==> src/rtl/main_memory_arbiter_pkg.sv <==
// Shared types and helpers for the main memory arbiter: FSM state encoding
// and burst counter sizing.
package main_memory_arbiter_pkg;

    localparam int ARB_STATE_W = 2;

    typedef enum logic [ARB_STATE_W-1:0] {
        ARB_IDLE = 2'd0,
        ARB_OWN0 = 2'd1,
        ARB_OWN1 = 2'd2
    } arb_state_e;

    // A single-cycle burst limit still needs a one-bit counter.
    function automatic int burst_cnt_width(input int max_burst);
        return (max_burst > 1) ? $clog2(max_burst) : 1;
    endfunction

endpackage

==> src/rtl/main_memory_arbiter_if.sv <==
// Bundle of the two requester ports and the main_memory port seen by the arbiter.
interface main_memory_arbiter_if #(
    parameter int ADDR_WIDTH = 32,
    parameter int DATA_WIDTH = 32
);
    logic                  req0;
    logic                  we0;
    logic [ADDR_WIDTH-1:0] addr0;
    logic [DATA_WIDTH-1:0] wdata0;
    logic                  gnt0;
    logic [DATA_WIDTH-1:0] rdata0;

    logic                  req1;
    logic                  we1;
    logic [ADDR_WIDTH-1:0] addr1;
    logic [DATA_WIDTH-1:0] wdata1;
    logic                  gnt1;
    logic [DATA_WIDTH-1:0] rdata1;

    logic [ADDR_WIDTH-1:0] mem_read_address;
    logic [ADDR_WIDTH-1:0] mem_write_address;
    logic [DATA_WIDTH-1:0] mem_write_data;
    logic                  mem_write_enable;
    logic [DATA_WIDTH-1:0] mem_read_data;

    modport slave (
        input  req0, we0, addr0, wdata0,
        input  req1, we1, addr1, wdata1,
        input  mem_read_data,
        output gnt0, rdata0, gnt1, rdata1,
        output mem_read_address, mem_write_address, mem_write_data, mem_write_enable
    );

    modport master (
        output req0, we0, addr0, wdata0,
        output req1, we1, addr1, wdata1,
        output mem_read_data,
        input  gnt0, rdata0, gnt1, rdata1,
        input  mem_read_address, mem_write_address, mem_write_data, mem_write_enable
    );
endinterface

==> src/rtl/main_memory_arbiter_mem_port_mux.sv <==
// Steers the current owner's request onto main_memory and returns read data to
// that owner only; with no owner every memory-side output is zero.
module main_memory_arbiter_mem_port_mux #(
    parameter int ADDR_WIDTH = 32,
    parameter int DATA_WIDTH = 32
) (
    input  logic                  gnt0,
    input  logic                  req0,
    input  logic                  we0,
    input  logic [ADDR_WIDTH-1:0] addr0,
    input  logic [DATA_WIDTH-1:0] wdata0,
    input  logic                  gnt1,
    input  logic                  req1,
    input  logic                  we1,
    input  logic [ADDR_WIDTH-1:0] addr1,
    input  logic [DATA_WIDTH-1:0] wdata1,
    input  logic [DATA_WIDTH-1:0] mem_read_data,
    output logic [ADDR_WIDTH-1:0] mem_read_address,
    output logic [ADDR_WIDTH-1:0] mem_write_address,
    output logic [DATA_WIDTH-1:0] mem_write_data,
    output logic                  mem_write_enable,
    output logic [DATA_WIDTH-1:0] rdata0,
    output logic [DATA_WIDTH-1:0] rdata1
);

    // Owner selection onto the memory port; grants are one-hot by construction
    always_comb begin
        mem_read_address  = '0;
        mem_write_address = '0;
        mem_write_data    = '0;
        mem_write_enable  = 1'b0;
        if (gnt0) begin
            mem_read_address  = addr0;
            mem_write_address = addr0;
            mem_write_data    = wdata0;
            mem_write_enable  = req0 & we0;
        end else if (gnt1) begin
            mem_read_address  = addr1;
            mem_write_address = addr1;
            mem_write_data    = wdata1;
            mem_write_enable  = req1 & we1;
        end else begin
            mem_write_enable  = 1'b0;
        end
    end

    // Read data return, gated so the non-owner always sees zero
    always_comb begin
        rdata0 = '0;
        rdata1 = '0;
        if (gnt0) begin
            rdata0 = mem_read_data;
        end else if (gnt1) begin
            rdata1 = mem_read_data;
        end else begin
            rdata0 = '0;
        end
    end

endmodule

==> src/rtl/reg_async_reset.sv <==
// Plain D register with asynchronous active-high reset to a parameterised value.
module reg_async_reset #(
    parameter int               WIDTH       = 1,
    parameter logic [WIDTH-1:0] RESET_VALUE = '0
) (
    input  logic             clk,
    input  logic             rst,
    input  logic [WIDTH-1:0] d,
    output logic [WIDTH-1:0] q
);

    // Storage element
    always_ff @(posedge clk or posedge rst) begin
        if (rst) begin
            q <= RESET_VALUE;
        end else begin
            q <= d;
        end
    end

endmodule

==> src/rtl/main_memory_arbiter.sv <==
// Two-port arbiter for main_memory: registered grants, round-robin tie-break and a
// burst limit that forces a handoff when the other side has been waiting.
module main_memory_arbiter
    import main_memory_arbiter_pkg::*;
#(
    parameter int ADDR_WIDTH = 32,
    parameter int DATA_WIDTH = 32,
    parameter int MAX_BURST  = 8
) (
    input  logic                 clk,
    input  logic                 rst,
    main_memory_arbiter_if.slave bus
);

    localparam int            BW         = burst_cnt_width(MAX_BURST);
    localparam logic [BW-1:0] BURST_LAST = BW'(MAX_BURST - 1);

    logic [ARB_STATE_W-1:0] state_q_s;
    arb_state_e             state_r;
    arb_state_e             state_nxt_s;
    logic [BW-1:0]          burst_cnt_r;
    logic [BW-1:0]          burst_cnt_nxt_s;
    logic                   last_owner_r;
    logic                   last_owner_nxt_s;
    logic                   burst_done_s;
    logic                   gnt0_s;
    logic                   gnt1_s;

    reg_async_reset #(.WIDTH(ARB_STATE_W), .RESET_VALUE(ARB_IDLE)) u_state_reg (
        .clk(clk), .rst(rst), .d(state_nxt_s), .q(state_q_s)
    );

    reg_async_reset #(.WIDTH(BW), .RESET_VALUE('0)) u_burst_reg (
        .clk(clk), .rst(rst), .d(burst_cnt_nxt_s), .q(burst_cnt_r)
    );

    // Reset value 1 lets port 0 win the first tie
    reg_async_reset #(.WIDTH(1), .RESET_VALUE(1'b1)) u_last_owner_reg (
        .clk(clk), .rst(rst), .d(last_owner_nxt_s), .q(last_owner_r)
    );

    assign state_r      = arb_state_e'(state_q_s);
    assign burst_done_s = (burst_cnt_r == BURST_LAST);

    // Next-state selection
    always_comb begin
        state_nxt_s = state_r;
        case (state_r)
            ARB_IDLE: begin
                if (bus.req0 && bus.req1) begin
                    state_nxt_s = last_owner_r ? ARB_OWN0 : ARB_OWN1;
                end else if (bus.req0) begin
                    state_nxt_s = ARB_OWN0;
                end else if (bus.req1) begin
                    state_nxt_s = ARB_OWN1;
                end else begin
                    state_nxt_s = ARB_IDLE;
                end
            end
            ARB_OWN0: begin
                if (!bus.req0) begin
                    state_nxt_s = bus.req1 ? ARB_OWN1 : ARB_IDLE;
                end else if (bus.req1 && burst_done_s) begin
                    state_nxt_s = ARB_OWN1;
                end else begin
                    state_nxt_s = ARB_OWN0;
                end
            end
            ARB_OWN1: begin
                if (!bus.req1) begin
                    state_nxt_s = bus.req0 ? ARB_OWN0 : ARB_IDLE;
                end else if (bus.req0 && burst_done_s) begin
                    state_nxt_s = ARB_OWN0;
                end else begin
                    state_nxt_s = ARB_OWN1;
                end
            end
            default: state_nxt_s = ARB_IDLE;
        endcase
    end

    // Burst length and round-robin history follow every grant change
    always_comb begin
        burst_cnt_nxt_s  = burst_cnt_r;
        last_owner_nxt_s = last_owner_r;
        if (state_nxt_s == ARB_IDLE) begin
            burst_cnt_nxt_s = '0;
        end else if (state_nxt_s != state_r) begin
            burst_cnt_nxt_s  = '0;
            last_owner_nxt_s = (state_nxt_s == ARB_OWN1);
        end else if (!burst_done_s) begin
            burst_cnt_nxt_s = burst_cnt_r + BW'(1);
        end else begin
            burst_cnt_nxt_s = burst_cnt_r;
        end
    end

    // Grant decode from the registered state
    always_comb begin
        gnt0_s = 1'b0;
        gnt1_s = 1'b0;
        case (state_r)
            ARB_OWN0: gnt0_s = 1'b1;
            ARB_OWN1: gnt1_s = 1'b1;
            default: begin
                gnt0_s = 1'b0;
                gnt1_s = 1'b0;
            end
        endcase
    end

    assign bus.gnt0 = gnt0_s;
    assign bus.gnt1 = gnt1_s;

    main_memory_arbiter_mem_port_mux #(
        .ADDR_WIDTH(ADDR_WIDTH),
        .DATA_WIDTH(DATA_WIDTH)
    ) u_mem_port_mux (
        .gnt0             (gnt0_s),
        .req0             (bus.req0),
        .we0              (bus.we0),
        .addr0            (bus.addr0),
        .wdata0           (bus.wdata0),
        .gnt1             (gnt1_s),
        .req1             (bus.req1),
        .we1              (bus.we1),
        .addr1            (bus.addr1),
        .wdata1           (bus.wdata1),
        .mem_read_data    (bus.mem_read_data),
        .mem_read_address (bus.mem_read_address),
        .mem_write_address(bus.mem_write_address),
        .mem_write_data   (bus.mem_write_data),
        .mem_write_enable (bus.mem_write_enable),
        .rdata0           (bus.rdata0),
        .rdata1           (bus.rdata1)
    );

endmodule
==> src/flat_wrapper.sv <==
// flat-port wrapper written by rule: the top's interface ports become plain ports
module main_memory_arbiter_flat import main_memory_arbiter_pkg::*;
#(
    parameter int ADDR_WIDTH = 32,
    parameter int DATA_WIDTH = 32,
    parameter int MAX_BURST  = 8
)
  (clk, rst, bus_req0, bus_we0, bus_addr0, bus_wdata0, bus_req1, bus_we1, bus_addr1, bus_wdata1, bus_mem_read_data, bus_gnt0, bus_rdata0, bus_gnt1, bus_rdata1, bus_mem_read_address, bus_mem_write_address, bus_mem_write_data, bus_mem_write_enable);
  main_memory_arbiter_if #(.ADDR_WIDTH(ADDR_WIDTH), .DATA_WIDTH(DATA_WIDTH)) bus_i ();
  input  logic clk;
  input  logic rst;
  input wire logic [$bits(bus_i.req0)-1:0] bus_req0;
  input wire logic [$bits(bus_i.we0)-1:0] bus_we0;
  input wire logic [$bits(bus_i.addr0)-1:0] bus_addr0;
  input wire logic [$bits(bus_i.wdata0)-1:0] bus_wdata0;
  input wire logic [$bits(bus_i.req1)-1:0] bus_req1;
  input wire logic [$bits(bus_i.we1)-1:0] bus_we1;
  input wire logic [$bits(bus_i.addr1)-1:0] bus_addr1;
  input wire logic [$bits(bus_i.wdata1)-1:0] bus_wdata1;
  input wire logic [$bits(bus_i.mem_read_data)-1:0] bus_mem_read_data;
  output wire logic [$bits(bus_i.gnt0)-1:0] bus_gnt0;
  output wire logic [$bits(bus_i.rdata0)-1:0] bus_rdata0;
  output wire logic [$bits(bus_i.gnt1)-1:0] bus_gnt1;
  output wire logic [$bits(bus_i.rdata1)-1:0] bus_rdata1;
  output wire logic [$bits(bus_i.mem_read_address)-1:0] bus_mem_read_address;
  output wire logic [$bits(bus_i.mem_write_address)-1:0] bus_mem_write_address;
  output wire logic [$bits(bus_i.mem_write_data)-1:0] bus_mem_write_data;
  output wire logic [$bits(bus_i.mem_write_enable)-1:0] bus_mem_write_enable;
  assign bus_i.req0 = bus_req0;
  assign bus_i.we0 = bus_we0;
  assign bus_i.addr0 = bus_addr0;
  assign bus_i.wdata0 = bus_wdata0;
  assign bus_i.req1 = bus_req1;
  assign bus_i.we1 = bus_we1;
  assign bus_i.addr1 = bus_addr1;
  assign bus_i.wdata1 = bus_wdata1;
  assign bus_i.mem_read_data = bus_mem_read_data;
  assign bus_gnt0 = bus_i.gnt0;
  assign bus_rdata0 = bus_i.rdata0;
  assign bus_gnt1 = bus_i.gnt1;
  assign bus_rdata1 = bus_i.rdata1;
  assign bus_mem_read_address = bus_i.mem_read_address;
  assign bus_mem_write_address = bus_i.mem_write_address;
  assign bus_mem_write_data = bus_i.mem_write_data;
  assign bus_mem_write_enable = bus_i.mem_write_enable;
  main_memory_arbiter #(.ADDR_WIDTH(ADDR_WIDTH), .DATA_WIDTH(DATA_WIDTH), .MAX_BURST(MAX_BURST)) u_core (.clk(clk), .rst(rst), .bus(bus_i));
endmodule
==> config.mk <==
export PLATFORM = sky130hd
export DESIGN_NAME = main_memory_arbiter_flat
export DESIGN_NICKNAME = d
export VERILOG_FILES = /design/src/rtl/main_memory_arbiter_pkg.sv /design/src/rtl/main_memory_arbiter_if.sv /design/src/rtl/main_memory_arbiter_mem_port_mux.sv /design/src/rtl/reg_async_reset.sv /design/src/rtl/main_memory_arbiter.sv /design/src/flat_wrapper.sv
export SDC_FILE = /design/constraint.sdc
export NUM_CORES = 1
export LEC_CHECK = 0
export ABC_AREA = 1
export BUFFER_PORTS_ARGS = -buffer_cell sky130_fd_sc_hd__buf_2
export CAP_MARGIN = 10
export CORE_AREA = 2 2 126 128
export DETAILED_ROUTE_END_ITERATION = 16
export DIE_AREA = 0 0 128 130
export PLACE_DENSITY = 0.47
export SYNTH_ARGS = -nofsm -noshare
export SYNTH_HDL_FRONTEND = slang
export SYNTH_HIERARCHICAL = 1
export SYNTH_SLANG_ARGS = --single-unit
==> constraint.sdc <==
create_clock -name clk -period 2.5 [get_ports clk]
set_clock_uncertainty 0.2 [all_clocks]
set_input_delay 0.625 -clock clk [delete_from_list [all_inputs] [get_ports clk]]
set_output_delay 0.625 -clock clk [all_outputs]
set_load 0.05 [all_outputs]
* After elaboration in Yosys (flattened, before gate mapping) *
Cells that the tools add are included.

storage, ports and cells
  output and inout port bits = 163
  word-level logic and storage cells = 43
  bits in registers = 6
  input port bits = 166

operators by class
  bitwise gates (word level) = 3
  equality and inequality tests = 6
  mux-type cells = 24
  reduce and logical (&&, ||, !) cells = 6
  add/subtract/negate cells = 1

operators with widths
  cell                                                 number
  two-way mux 32 bit                                   7
  two-way mux 2 bit                                    8
  two-way mux 3 bit                                    3
  one-hot mux 2 bit (3 select lines)                   1
  two-way mux 1 bit                                    5
  equality test 2 bit, second input constant           2
  logical NOT 2 bit                                    2
  adder 3 x 1 -> 3 bit, second input constant          1
  equality test 3 bit, second input constant           1
  logical AND 1 bit                                    3
  inequality test 3 bit, second input constant         1
  bitwise AND 1 bit                                    2
  equality test 2 x 1 -> 1 bit, second input constant  1
  inequality test 2 bit                                1
  AND reduction 2 bit                                  1
  NOT 1 bit                                            1

* Depth between registers and ports, before layout *
Gate-level depths: netlist of the first run.

  depth in word-level cells = 8
  mapped depth = 11
  mapped depth without buffers = 9

* By module *
The synthesis of the first run kept the hierarchy.

by module, submodules not included
  module                                     sequential area each (sq um)  cells an instance  times used  area each (sq um)
  main_memory_arbiter_mem_port_mux           0.0                           384                1           1629.1
  main_memory_arbiter                        0.0                           46                 1           229.0
  reg_async_reset (u_core.u_burst_reg)       75.1                          4                  1           78.8
  reg_async_reset (u_core.u_state_reg)       50.0                          3                  1           53.8
  reg_async_reset (u_core.u_last_owner_reg)  26.3                          2                  1           30.0

* Least setup slack after synthesis of the first run *
No wires, ideal clock.

  kind = flip-flop to output port
  start point = register u_core.u_state_reg.q[0]
  end point = output bus_mem_write_address[0]
  path slack = -0.476 ns
  buffers on the path = 4
  arrival = 2.151 ns
  data required time = 1.675 ns
  stages on the path, launching flop included = 12
  cells stage by stage = dfrtp_1 > inv_1 > nand2_1 > inv_1 > buf_2 > inv_2 > nor2_2 > buf_6 > buf_6 > nand2_1 > nand2_1 > buf_4

between the ends
  cells in the longest elaborated chain, start to end = 4
  elaborated cells on any way between the ends = 6
  those cells by class = eq/ne: 2; mux: 4

RTL lines
  what                              RTL line                    source
  from (decl)                       reg_async_reset.sv:9        output logic [WIDTH-1:0] q
  from (signal assigned)            reg_async_reset.sv:15       q <= RESET_VALUE;
  from (signal assigned)            reg_async_reset.sv:17       q <= d;
  equality test 2 bit               main_memory_arbiter.sv:102  case (state_r)
  two-way mux 1 bit                 main_memory_arbiter.sv:102
  net bus_gnt1                      flat_wrapper.sv:23          output wire logic [$bits(bus_i.gnt1)-1:0] bus_gnt1;
  two-way mux 32 bit (2 in series)  --
  to (decl)                         flat_wrapper.sv:26          output wire logic [$bits(bus_i.mem_write_address)-1:0] bus_mem_write_address;

The timed path passes the listed nets, and every way through them passes these cells.

* Final worst setup path of the first run *
  start point = register u_core.u_state_reg.q[1]
  end point = output bus_mem_write_data[17]

between the ends
  cells in the longest elaborated chain, start to end = 4
  elaborated cells on any way between the ends = 6
  those cells by class = eq/ne: 2; mux: 4

RTL lines
  what                  RTL line                                source
  equality test 2 bit   main_memory_arbiter.sv:102
  two-way mux 1 bit     main_memory_arbiter.sv:102
  two-way mux 32 bit    main_memory_arbiter_mem_port_mux.sv:37  end else if (gnt1) begin
  two-way mux 32 bit *  main_memory_arbiter_mem_port_mux.sv:32  if (gnt0) begin
  to (decl)             flat_wrapper.sv:27                      output wire logic [$bits(bus_i.mem_write_data)-1:0] bus_mem_write_data;

Mark *: on every way between the ends. The rest lies on a longest branch, timed or not.

==> flow_summary_export.csv, run 1 <==
group,metric,value,unit
run_status,status,"finished with violations",
run_status,violations,"negative setup slack",
global_routing,grt_pass1_wl,16200,um
logic_synthesis,synth_edf_count,0,
final_layout,nFillCells,1523,
logic_synthesis,synth_nets,606,
timing,slew_headroom,83.5,%
logic_synthesis,synth_xor_area_share,0.433,%
clocking,path_clk_slew,0.03,ns
setup_path,end_kind,"output pin",
timing,fin_ws,-0.0879,ns
drt,drt-total-wl,11700,um
clocking,cts_hold_buffers,0,
logic_synthesis,synth-seq-cells,6,
placement,hpwl,8380,um
logic_synthesis,synth_compound_area_share,0,%
setup_path,rr_startpoint,"u_core/u_state_reg/q[1]$_DFF_PP0_",
setup_path,worstSetupPathType,"flip-flop to output pin",
final_layout,syn_to_final_growth,221,%
power,p_leak,0.00356,uW
placement,routabilityCongestion,0.800,
drt,viasPerCell,3.93,
setup_path,required,1.67,ns
die,core,15400,um^2
timing,slew_violations,0,
setup_path,reg2reg_to,"u_core/u_burst_reg/q[2]$_DFF_PP0_",
setup_path,cp_max_fo,7,
die,pin_count,329,
placement,pre_cts_ws,0.0445,ns
drt,route.antenna.remaining_nets,0,
final_layout,multi_input_area,2260,um^2
clocking,clock-sinks,6,
logic_synthesis,synthCells,439,
setup_path,reg2reg_setup_slack,0.71,ns
final_layout,drive_gt1_share,68.4,%
setup_path,arrival,1.76,ns
setup_path,worstRegToRegCells,9,
global_routing,antenna_found_initial,1,
logic_synthesis,yosysMostFrequentCell,"nand2_1",
clocking,cts-buffers-inserted,3,
die,start_util,13.1,%
logic_synthesis,async_flop_share,100,%
logic_synthesis,syn_avg_cell_area,4.60,um^2
logic_synthesis,yosys-mux-area-fraction,0.557,%
timing,period_minus_slack,2.59,ns
clocking,cts_tree,"built",
logic_synthesis,synth_top_area_share,50.3,%
die,die_h,130,um
die,rows,46,
timing,setup_viol,39,
setup_path,start_kind,"flip-flop",
drt,post-route-drc-count,0,
drt,first_iter_violations,94,
final_layout,seq_area,151,um^2
logic_synthesis,yosys_most_used_dff,"dfrtp_1",
timing,fmax,386,MHz
final_layout,fin_util,42.1,%
timing,tightestPinTransition,0.249,ns
power,ir_drop,0.692,mV
logic_synthesis,ys_types,18,
final_layout,final_nets,919,
clocking,clock_path_buffers,2,
logic_synthesis,synth_area_leader_cell,"nand2_1",
timing,period_share,104,%
min_path,holdCritPathClass,"input pin to asynchronous set/reset pin",
die,dieArea,16600,um^2
logic_synthesis,synth_area_leaders,"nand2_1 50%, buf_4 12%, inv_1 7.8%, nor2_1 7.2%, dfrtp_1 6.2%",
die,die_w,128,um
logic_synthesis,synth_top_family_by_area,"simple AND/OR/NAND/NOR gates",
global_routing,grt_max_degree,58,
setup_path,startpoint,"u_core/u_state_reg/q[1]$_DFF_PP0_",
logic_synthesis,netlist_area,2020,um^2
clocking,insertion_delay,0.23,ns
logic_synthesis,synthTopCellsByCount,"271 x nand2_1, 42 x inv_1, 39 x nor2_1",
clocking,clock-root-buffer,"clkbuf_16",
power,total_power,10300,uW
run,drv_cap,0,
power,power_density,1590,nW/um^2
global_routing,grt_pass1_vias,3391,
logic_synthesis,yosysSeqAreaShare,7.49,%
timing,whs,0.0634,ns
timing,hold_viol,0,
logic_synthesis,synth_warnings,6,
drt,vias,3706,
global_routing,grt_overflow,0,
timing,rsz0062_at_grt,"true",
drt,avgRoutedWirePerCell,12.4,um
placement,port_buffers,328,
logic_synthesis,yosys.area_share.simple,63.0,%
drt,dr.pass1.iters,4,
clocking,cts_max_level,1,
setup_path,crit_end,"bus_mem_write_data[17]",
global_routing,grt.total_usage,11.7,%
logic_synthesis,synth_fa_ha_area_share,0.619,%
==> critical path, cell delays in order, from the launching register on <==
cell and delay, ns:
dfrtp_1 0.38, inv_2 0.06, nand2_2 0.08, clkinvlp_4 0.10, nor2_4 0.14, buf_12 0.13, buf_12 0.12, buf_12 0.11
buf_16 0.11, nand2_2 0.05, nand2_2 0.09, buf_8 0.16
==> metrics by stage <==
stage	instance area, um^2	TNS [ns]	std cells
3_3_place_gp	4490	0	920
2_1_floorplan	2950	-2.03	439
6_report	6490	-1.26	944
3_5_place_dp	4490	0	920
5_1_grt	6490	-11.03	943
4_1_cts	5650	-6.11	937
==> cell usage in the layout, fill, tap and decap left out <==
master	netlist	final
inv_1	42	38
nor2_1	39	7
buf_2	15	168
buf_16	0	4
inv_2	2	4
nor2_2	2	3
nand2_8	0	18
nand3_2	1	1
buf_6	6	71
diode_2	0	1
bufbuf_16	0	1
ha_1	1	1
dfrtp_1	5	5
clkinvlp_4	0	2
clkbuf_16	0	8
clkbuf_4	0	1
nand2_2	0	40
dfstp_2	1	1
or2_2	1	1
clkbuf_1	4	1
buf_4	32	15
nand2_1	271	170
nand2_4	1	44
nand3_1	14	14
buf_8	0	88
xor2_1	1	1
buf_12	0	12
nor2_4	0	31
mux2_2	1	1
==> power breakdown <==
part / switching, uW / total (uW) / internal [uW]
Clock: 57.1 / 269 / 212
Sequential: 23.6 / 159 / 136
Combinational: 6020 / 9880 / 3870
==> cell type report <==
class / instances / share of cell area [%]
inverters: 44 / 2.66
well taps: 192 / 3.70
repair buffers: 365 / 55.3
multi-input cells: 332 / 34.8
flip-flops and latches: 6 / 2.33
clock buffers: 4 / 1.21
diodes: 1 / 0.0385
==> per-layer routing <==
metal | part of all wire, % | up-vias | GRT usage [%]
met5 | 0 | - | 0
met4 | 1.5 | 0 | 2.71
met3 | 7.2 | 13 | 1.52
met2 | 54 | 175 | 22.8
met1 | 38 | 1647 | 13.7
li1 | - | 1871 | -
==> worst min path at each step <==
stage	endpoint	slack (ns)	startpoint	cells past startpoint
after global placement	u_core/u_state_reg/q[1]$_DFF_PP0_	0.30	rst	2
after global routing	u_core/u_state_reg/q[1]$_DFF_PP0_	0.08	rst	2
after detailed placement	u_core/u_state_reg/q[1]$_DFF_PP0_	0.30	rst	2
after CTS	u_core/u_state_reg/q[1]$_DFF_PP0_	0.06	rst	2
final	u_core/u_state_reg/q[1]$_DFF_PP0_	0.06	rst	2
after floorplan	u_core/u_state_reg/q[0]$_DFF_PP0_	0.17	rst	1
==> registers in the layout, indices dropped and copies added (netlist names) <==
signal / cells
u_core/u_burst_reg/q: 3
u_core/u_last_owner_reg/q: 1
u_core/u_state_reg/q: 2
==> what timing repair did <==
action	4_1_cts	5_1_grt
pin swaps	1	23
gates cloned	2	5
gates resized for setup	291	185
endpoints found under the setup margin	144	161
endpoints found under the hold margin	0	0
buffers inserted	11	4
==> cells by family (layout without fill, tap and decap cells) <==
| kind of cell | after synthesis | count (layout) |
|---|---|---|
| mux | 1 | 1 |
| xor+xnor | 1 | 1 |
| simple gates | 329 | 329 |
| fa+ha+maj | 1 | 1 |
| other cells | 0 | 1 |
| flops | 6 | 6 |
| buf+inv | 101 | 413 |
Note: power is estimated with default switching activity, not from simulation.
==> inputs of run 2 (changes only) <==
Settings changed: GPL_TIMING_DRIVEN set to 0.
==> run 2 against run 1 <==
Sequential power about the same. Global-route usage increased by 1.5 points. The flow still finishes with violations (negative setup slack). Critical path type unchanged. First-iteration DRC count rose by 12%. Critical path depth did not move.
==> flow_summary_export.csv, run 2 (same netlist as run 1, synthesis figures left out) <==
group,metric,value,unit
final_layout,final_nets,958,
setup_path,end_kind,"output pin",
placement,routabilityCongestion,0.764,
setup_path,rr_startpoint,"u_core/u_state_reg/q[0]$_DFF_PP0_",
die,rows,46,
placement,dpl-instance-area,4840,um^2
global_routing,grt_max_degree,15,
final_layout,fin_util,44.6,%
clocking,cts_max_level,1,
timing,tightestPinTransition,0.236,ns
timing,period_minus_slack,2.65,ns
run_status,violations,"negative setup slack",
die,die_w,128,um
setup_path,arrival,1.83,ns
die,die_h,130,um
drt,avgRoutedWirePerCell,12.6,um
clocking,path_clk_slew,0.03,ns
setup_path,reg2reg_to,"u_core/u_burst_reg/q[1]$_DFF_PP0_",
setup_path,path_cells,"buf_6 -> nand2_4 -> clkinvlp_4 -> nor2_4 -> buf_12 -> buf_12 -> buf_16 -> nand2_8 -> nand2_8 -> buf_8 -> buf_8",
setup_path,cp_max_fo,5,
drt,first_iter_violations,105,
setup_path,max_stage_delay,0.39,ns
drt,post-route-drc-count,0,
power,power_density,1580,nW/um^2
setup_path,worstRegToRegCells,9,
global_routing,antenna_found_initial,0,
clocking,insertion_delay,0.23,ns
final_layout,reg.largest.list,"u_core/u_burst_reg/q x3, u_core/u_state_reg/q x2, u_core/u_last_owner_reg/q x1",
power,p_leak,0.00380,uW
final_layout,largest_register_ffs,3,
timing,hold_viol,0,
clocking,clock-sinks,6,
timing,setup_viol,85,
setup_path,worstSetupPathType,"flip-flop to output pin",
final_layout,drive_gt1_share,71.0,%
setup_path,required,1.67,ns
setup_path,critPathSlowestCell,"dfrtp_1",
global_routing,grt_pass1_wl,18200,um
clocking,clock_path_buffers,2,
final_layout,antenna_cells,0,
drt,drt-total-wl,12400,um
clocking,cts_tree,"built",
placement,port_buffers,328,
drt,dr.pass1.iters,4,
drt,route.antenna.remaining_nets,0,
clocking,clock-root-buffer,"clkbuf_16",
setup_path,reg2reg_setup_slack,0.79,ns
timing,period_share,106,%
final_layout,mostFrequentLayoutCells,"169 x buf_2, 159 x nand2_1, 107 x buf_8",
die,core,15400,um^2
global_routing,grt.total_usage,13.3,%
clocking,cts_hold_buffers,0,
placement,hpwl,9600,um
timing,fmax,377,MHz
timing,whs,0.0722,ns
final_layout,final_common_cell,"buf_2",
timing,slew_headroom,84.2,%
setup_path,start_kind,"flip-flop",
run,drv_cap,0,
die,start_util,13.1,%
power,ir_drop,0.789,mV
global_routing,grt_pass1_vias,3688,
final_layout,largest_register,"u_core/u_burst_reg/q",
final_layout,syn_to_final_growth,240,%
run_status,status,"finished with violations",
final_layout,stdcell_count,982,
timing,rsz0062_at_grt,"true",
drt,vias,3839,
placement,place_inst,959,
clocking,cts-buffers-inserted,3,
drt,viasPerCell,3.91,
timing,slew_violations,0,
global_routing,grt_overflow,0,
min_path,holdCritPathClass,"input pin to asynchronous set/reset pin",
timing,fin_ws,-0.154,ns
die,pin_count,329,
final_layout,finalInstanceArea,6880,um^2
die,dieArea,16600,um^2
run 2: cell count changes in the layout (fill, tap and decap cells not counted), moves of 9 or more:
cell	before	now
nand2_1	170	159
buf_4	15	52
buf_8	88	107
nand2_4	44	53
buf_6	71	53
run 2: through the flow:
step / setup TNS [ns] / setup slack, ns / power (uW)
2_1_floorplan: -2.03 / -0.193 / 6310
3_3_place_gp: -9.54 / -0.214 / 7750
3_5_place_dp: -11.89 / -0.235 / 7740
4_1_cts: -9.73 / -0.213 / 10500
5_1_grt: -16.00 / -0.233 / 11400
6_report: -7.14 / -0.154 / 10900
run 2: final cells by class:
cell class,instances,area [um^2]
multi-input cells,332,2380
inverters,44,173
clock buffers,4,78.8
repair buffers,350,3170
flip-flops and latches,6,151
fillers,1488,8550
well taps,192,240
plain buffers,54,684
run 2: worst max-delay path, delay by kind of cell (launching register included):
kind                   cells  cell delay (ns)
flip-flops                 1             0.39
buffers and inverters      7             0.87
AND/OR/NAND/NOR            4             0.35
run 2: timing repair:
| action | in CTS | in global routing |
|---|---|---|
| setup buffers | 14 | 4 |
| setup endpoints to repair | 161 | 161 |
| cloned | 3 | 3 |
| gates resized for setup | 431 | 74 |
| pin swaps | 18 | 20 |
run 2: per-layer routing:
layer  global-route usage [%]  routed length [um]
met1                     15.6                4630
met2                     26.2                6830
met3                     1.68                 815
met4                     1.87                 111
met5                        0                   0
run 2: where the power goes:
group	leakage, uW	internal (uW)	switching [uW]
registers	0.0000767	136	22.5
logic	0.00368	4250	6200
clock network	0.0000382	212	55.3
run 2: how the worst max path moves through the flow:
stage	from	endpoint	slack (ns)	cells past startpoint
after global placement	u_core/u_state_reg/q[1]$_DFF_PP0_	bus_mem_write_address[10]	-0.21	9
after floorplan	u_core/u_state_reg/q[1]$_DFF_PP0_	bus_rdata1[0]	-0.19	6
after global routing	u_core/u_state_reg/q[0]$_DFF_PP0_	bus_mem_write_address[10]	-0.23	11
after detailed placement	u_core/u_state_reg/q[1]$_DFF_PP0_	bus_mem_write_address[10]	-0.23	9
final	u_core/u_state_reg/q[0]$_DFF_PP0_	bus_mem_write_address[10]	-0.15	11
after CTS	u_core/u_state_reg/q[0]$_DFF_PP0_	bus_mem_write_address[7]	-0.21	11
==> inputs of run 3 (changes only) <==
--- a/config.mk
+++ b/config.mk
@@ -15,2 +15,3 @@
 export PLACE_DENSITY = 0.47
+export REMOVE_ABC_BUFFERS = 1
 export SYNTH_ARGS = -nofsm -noshare
==> constraint.sdc (replaced) <==
create_clock -name clk -period 2.5 [get_ports clk]
set_clock_uncertainty 0.2 [all_clocks]
set_input_delay 0.125 -clock clk [delete_from_list [all_inputs] [get_ports clk]]
set_output_delay 0.125 -clock clk [all_outputs]
set_load 0.05 [all_outputs]
==> run 3 against run 2 <==
The flow now finishes without violations. Die area stayed put. First-iteration DRC count grew 18%. Combinational power down 42%. Critical path depth down 4. Sequential power barely moved.
==> flow_summary_export.csv, run 3 (same netlist as run 1, synthesis figures left out) <==
group,metric,value,unit
placement,place_inst,904,
run_status,status,"finished, final reports clean",
timing,slew_headroom,76.5,%
die,die_h,130,um
final_layout,mostFrequentLayoutCells,"328 x buf_2, 271 x nand2_1, 40 x inv_1",
timing,period_minus_slack,2.37,ns
power,ir_drop,0.534,mV
die,rows,46,
drt,post-route-drc-count,0,
global_routing,grt_pass1_vias,2992,
setup_path,critPathSlowestCell,"dfrtp_1",
clocking,cts-buffers-inserted,3,
placement,pre_cts_ws,-0.650,ns
setup_path,end_kind,"output pin",
drt,route.antenna.remaining_nets,0,
final_layout,antenna_cells,0,
timing,slew_violations,0,
timing,fmax,422,MHz
setup_path,max_stage_delay,0.38,ns
clocking,clock-root-buffer,"clkbuf_16",
min_path,holdCritPathClass,"input pin to flip-flop",
drt,vias,3452,
timing,period_share,94.8,%
placement,port_buffers,328,
final_layout,nFillCells,1838,
final_layout,multi_input_area,1320,um^2
power,p_leak,0.00283,uW
setup_path,critPathTopFamily,"buffers and inverters",
final_layout,syn_to_final_growth,84.0,%
final_layout,stdcell_count,914,
global_routing,grt.total_usage,10.7,%
die,die_w,128,um
run,drv_cap,0,
setup_path,worst-path-buf-inv,4,
placement,dpl-instance-area,3560,um^2
die,start_util,13.1,%
die,dieArea,16600,um^2
final_layout,largest_register,"u_core/u_burst_reg/q",
setup_path,required,2.17,ns
final_layout,reg.largest.list,"u_core/u_burst_reg/q x3, u_core/u_state_reg/q x2, u_core/u_last_owner_reg/q x1",
setup_path,arrival,2.04,ns
global_routing,grt_max_degree,78,
drt,viasPerCell,3.78,
clocking,clock-sinks,6,
timing,tightestPinTransition,0.352,ns
setup_path,worstSetupPathType,"flip-flop to output pin",
final_layout,finalInstanceArea,3720,um^2
timing,whs,0.110,ns
clocking,clock_path_buffers,2,
timing,setup_viol,0,
final_layout,final_common_cell,"buf_2",
die,pin_count,329,
setup_path,cp_max_fo,77,
drt,first_iter_violations,124,
placement,hpwl,8400,um
clocking,cts_tree,"built",
clocking,insertion_delay,0.23,ns
final_layout,final_nets,890,
clocking,path_clk_slew,0.03,ns
setup_path,start_kind,"flip-flop",
final_layout,drive_gt1_share,48.3,%
drt,drt-total-wl,10400,um
die,core,15400,um^2
final_layout,largest_register_ffs,3,
clocking,cts_max_level,1,
global_routing,antenna_found_initial,1,
timing,hold_viol,0,
power,power_density,1760,nW/um^2
setup_path,crit_top_cell,"nand2_1",
placement,routabilityCongestion,0.736,
setup_path,path_cells,"inv_1 -> nand2_1 -> bufinv_16 -> buf_16 -> nand2_1 -> nand2_1 -> buf_2",
drt,dr.pass1.iters,4,
timing,fin_ws,0.130,ns
final_layout,seq_area,151,um^2
global_routing,grt_overflow,0,
global_routing,grt_pass1_wl,14500,um
final_layout,fin_util,24.1,%
drt,avgRoutedWirePerCell,11.4,um
==> run 3: cell types whose count changed in the layout (fill, tap and decap cells not counted), sizes merged <==
cell,delta
buf,-62
bufinv,+1
clkbuf,-9
dlygate4sd3,+1
nor2,+1
==> run 3: routing by layer <==
metal / routed length [um] / up-vias / GRT usage [%]
met5: 13 / - / 0
met4: 59 / 2 / 1.36
met3: 937 / 6 / 1.97
met2: 5190 / 179 / 20.3
met1: 4190 / 1461 / 13.0
li1: - / 1804 / -
==> run 3: final cells by class <==
| cell class | count | share of cell area, % |
|---|---|---|
| timing repair buffer | 334 | 46.3 |
| multi-input combinational | 333 | 35.6 |
| tap | 192 | 6.46 |
| inverter | 44 | 5.25 |
| sequential | 6 | 4.07 |
| clock buffer | 4 | 2.12 |
| timing repair inverter | 1 | 0.202 |
==> run 3: where the power goes <==
| part | switching, uW | internal [uW] |
|---|---|---|
| logic | 4920 | 1210 |
| clock network | 54.3 | 211 |
| registers | 19.1 | 136 |
| total | 4990 | 1560 |
==> run 3: per-stage QoR <==
step / total power [uW] / TNS [ns]
detailed placement: 6190 / -49.61
global route: 6950 / -0.0145
finish: 6550 / 0
CTS: 6570 / 0
floorplan: 4790 / -290.44
global placement: 6200 / -493.43
==> run 3: repair_timing <==
item	CTS	global route
setup buffers	3	0
gates resized for setup	3	6
hold buffers	1	0
pin swaps	1	0
endpoints found under the hold margin	6	0
setup endpoints to repair	98	20
gates cloned	2	0
==> run 3: final timing paths <==
kind	startpoint	to	slack [ns]	cells after the start
max in group asynchronous	rst	u_core/u_last_owner_reg/q$_DFF_PP1_	1.81	3
max	u_core/u_state_reg/q[1]$_DFF_PP0_	bus_mem_write_address[11]	0.13	7
max reg2reg	u_core/u_state_reg/q[1]$_DFF_PP0_	u_core/u_burst_reg/q[2]$_DFF_PP0_	0.48	8
min reg2reg	u_core/u_last_owner_reg/q$_DFF_PP1_	u_core/u_last_owner_reg/q$_DFF_PP1_	0.38	4
min	bus_req0	u_core/u_state_reg/q[0]$_DFF_PP0_	0.11	3
min in group asynchronous	rst	u_core/u_state_reg/q[0]$_DFF_PP0_	0.12	3
==> run 3: tightest hold or removal path: stages <==
cell and delay (ns):
buf_2 0.14, nand3_1 0.16, nand2_4 0.07
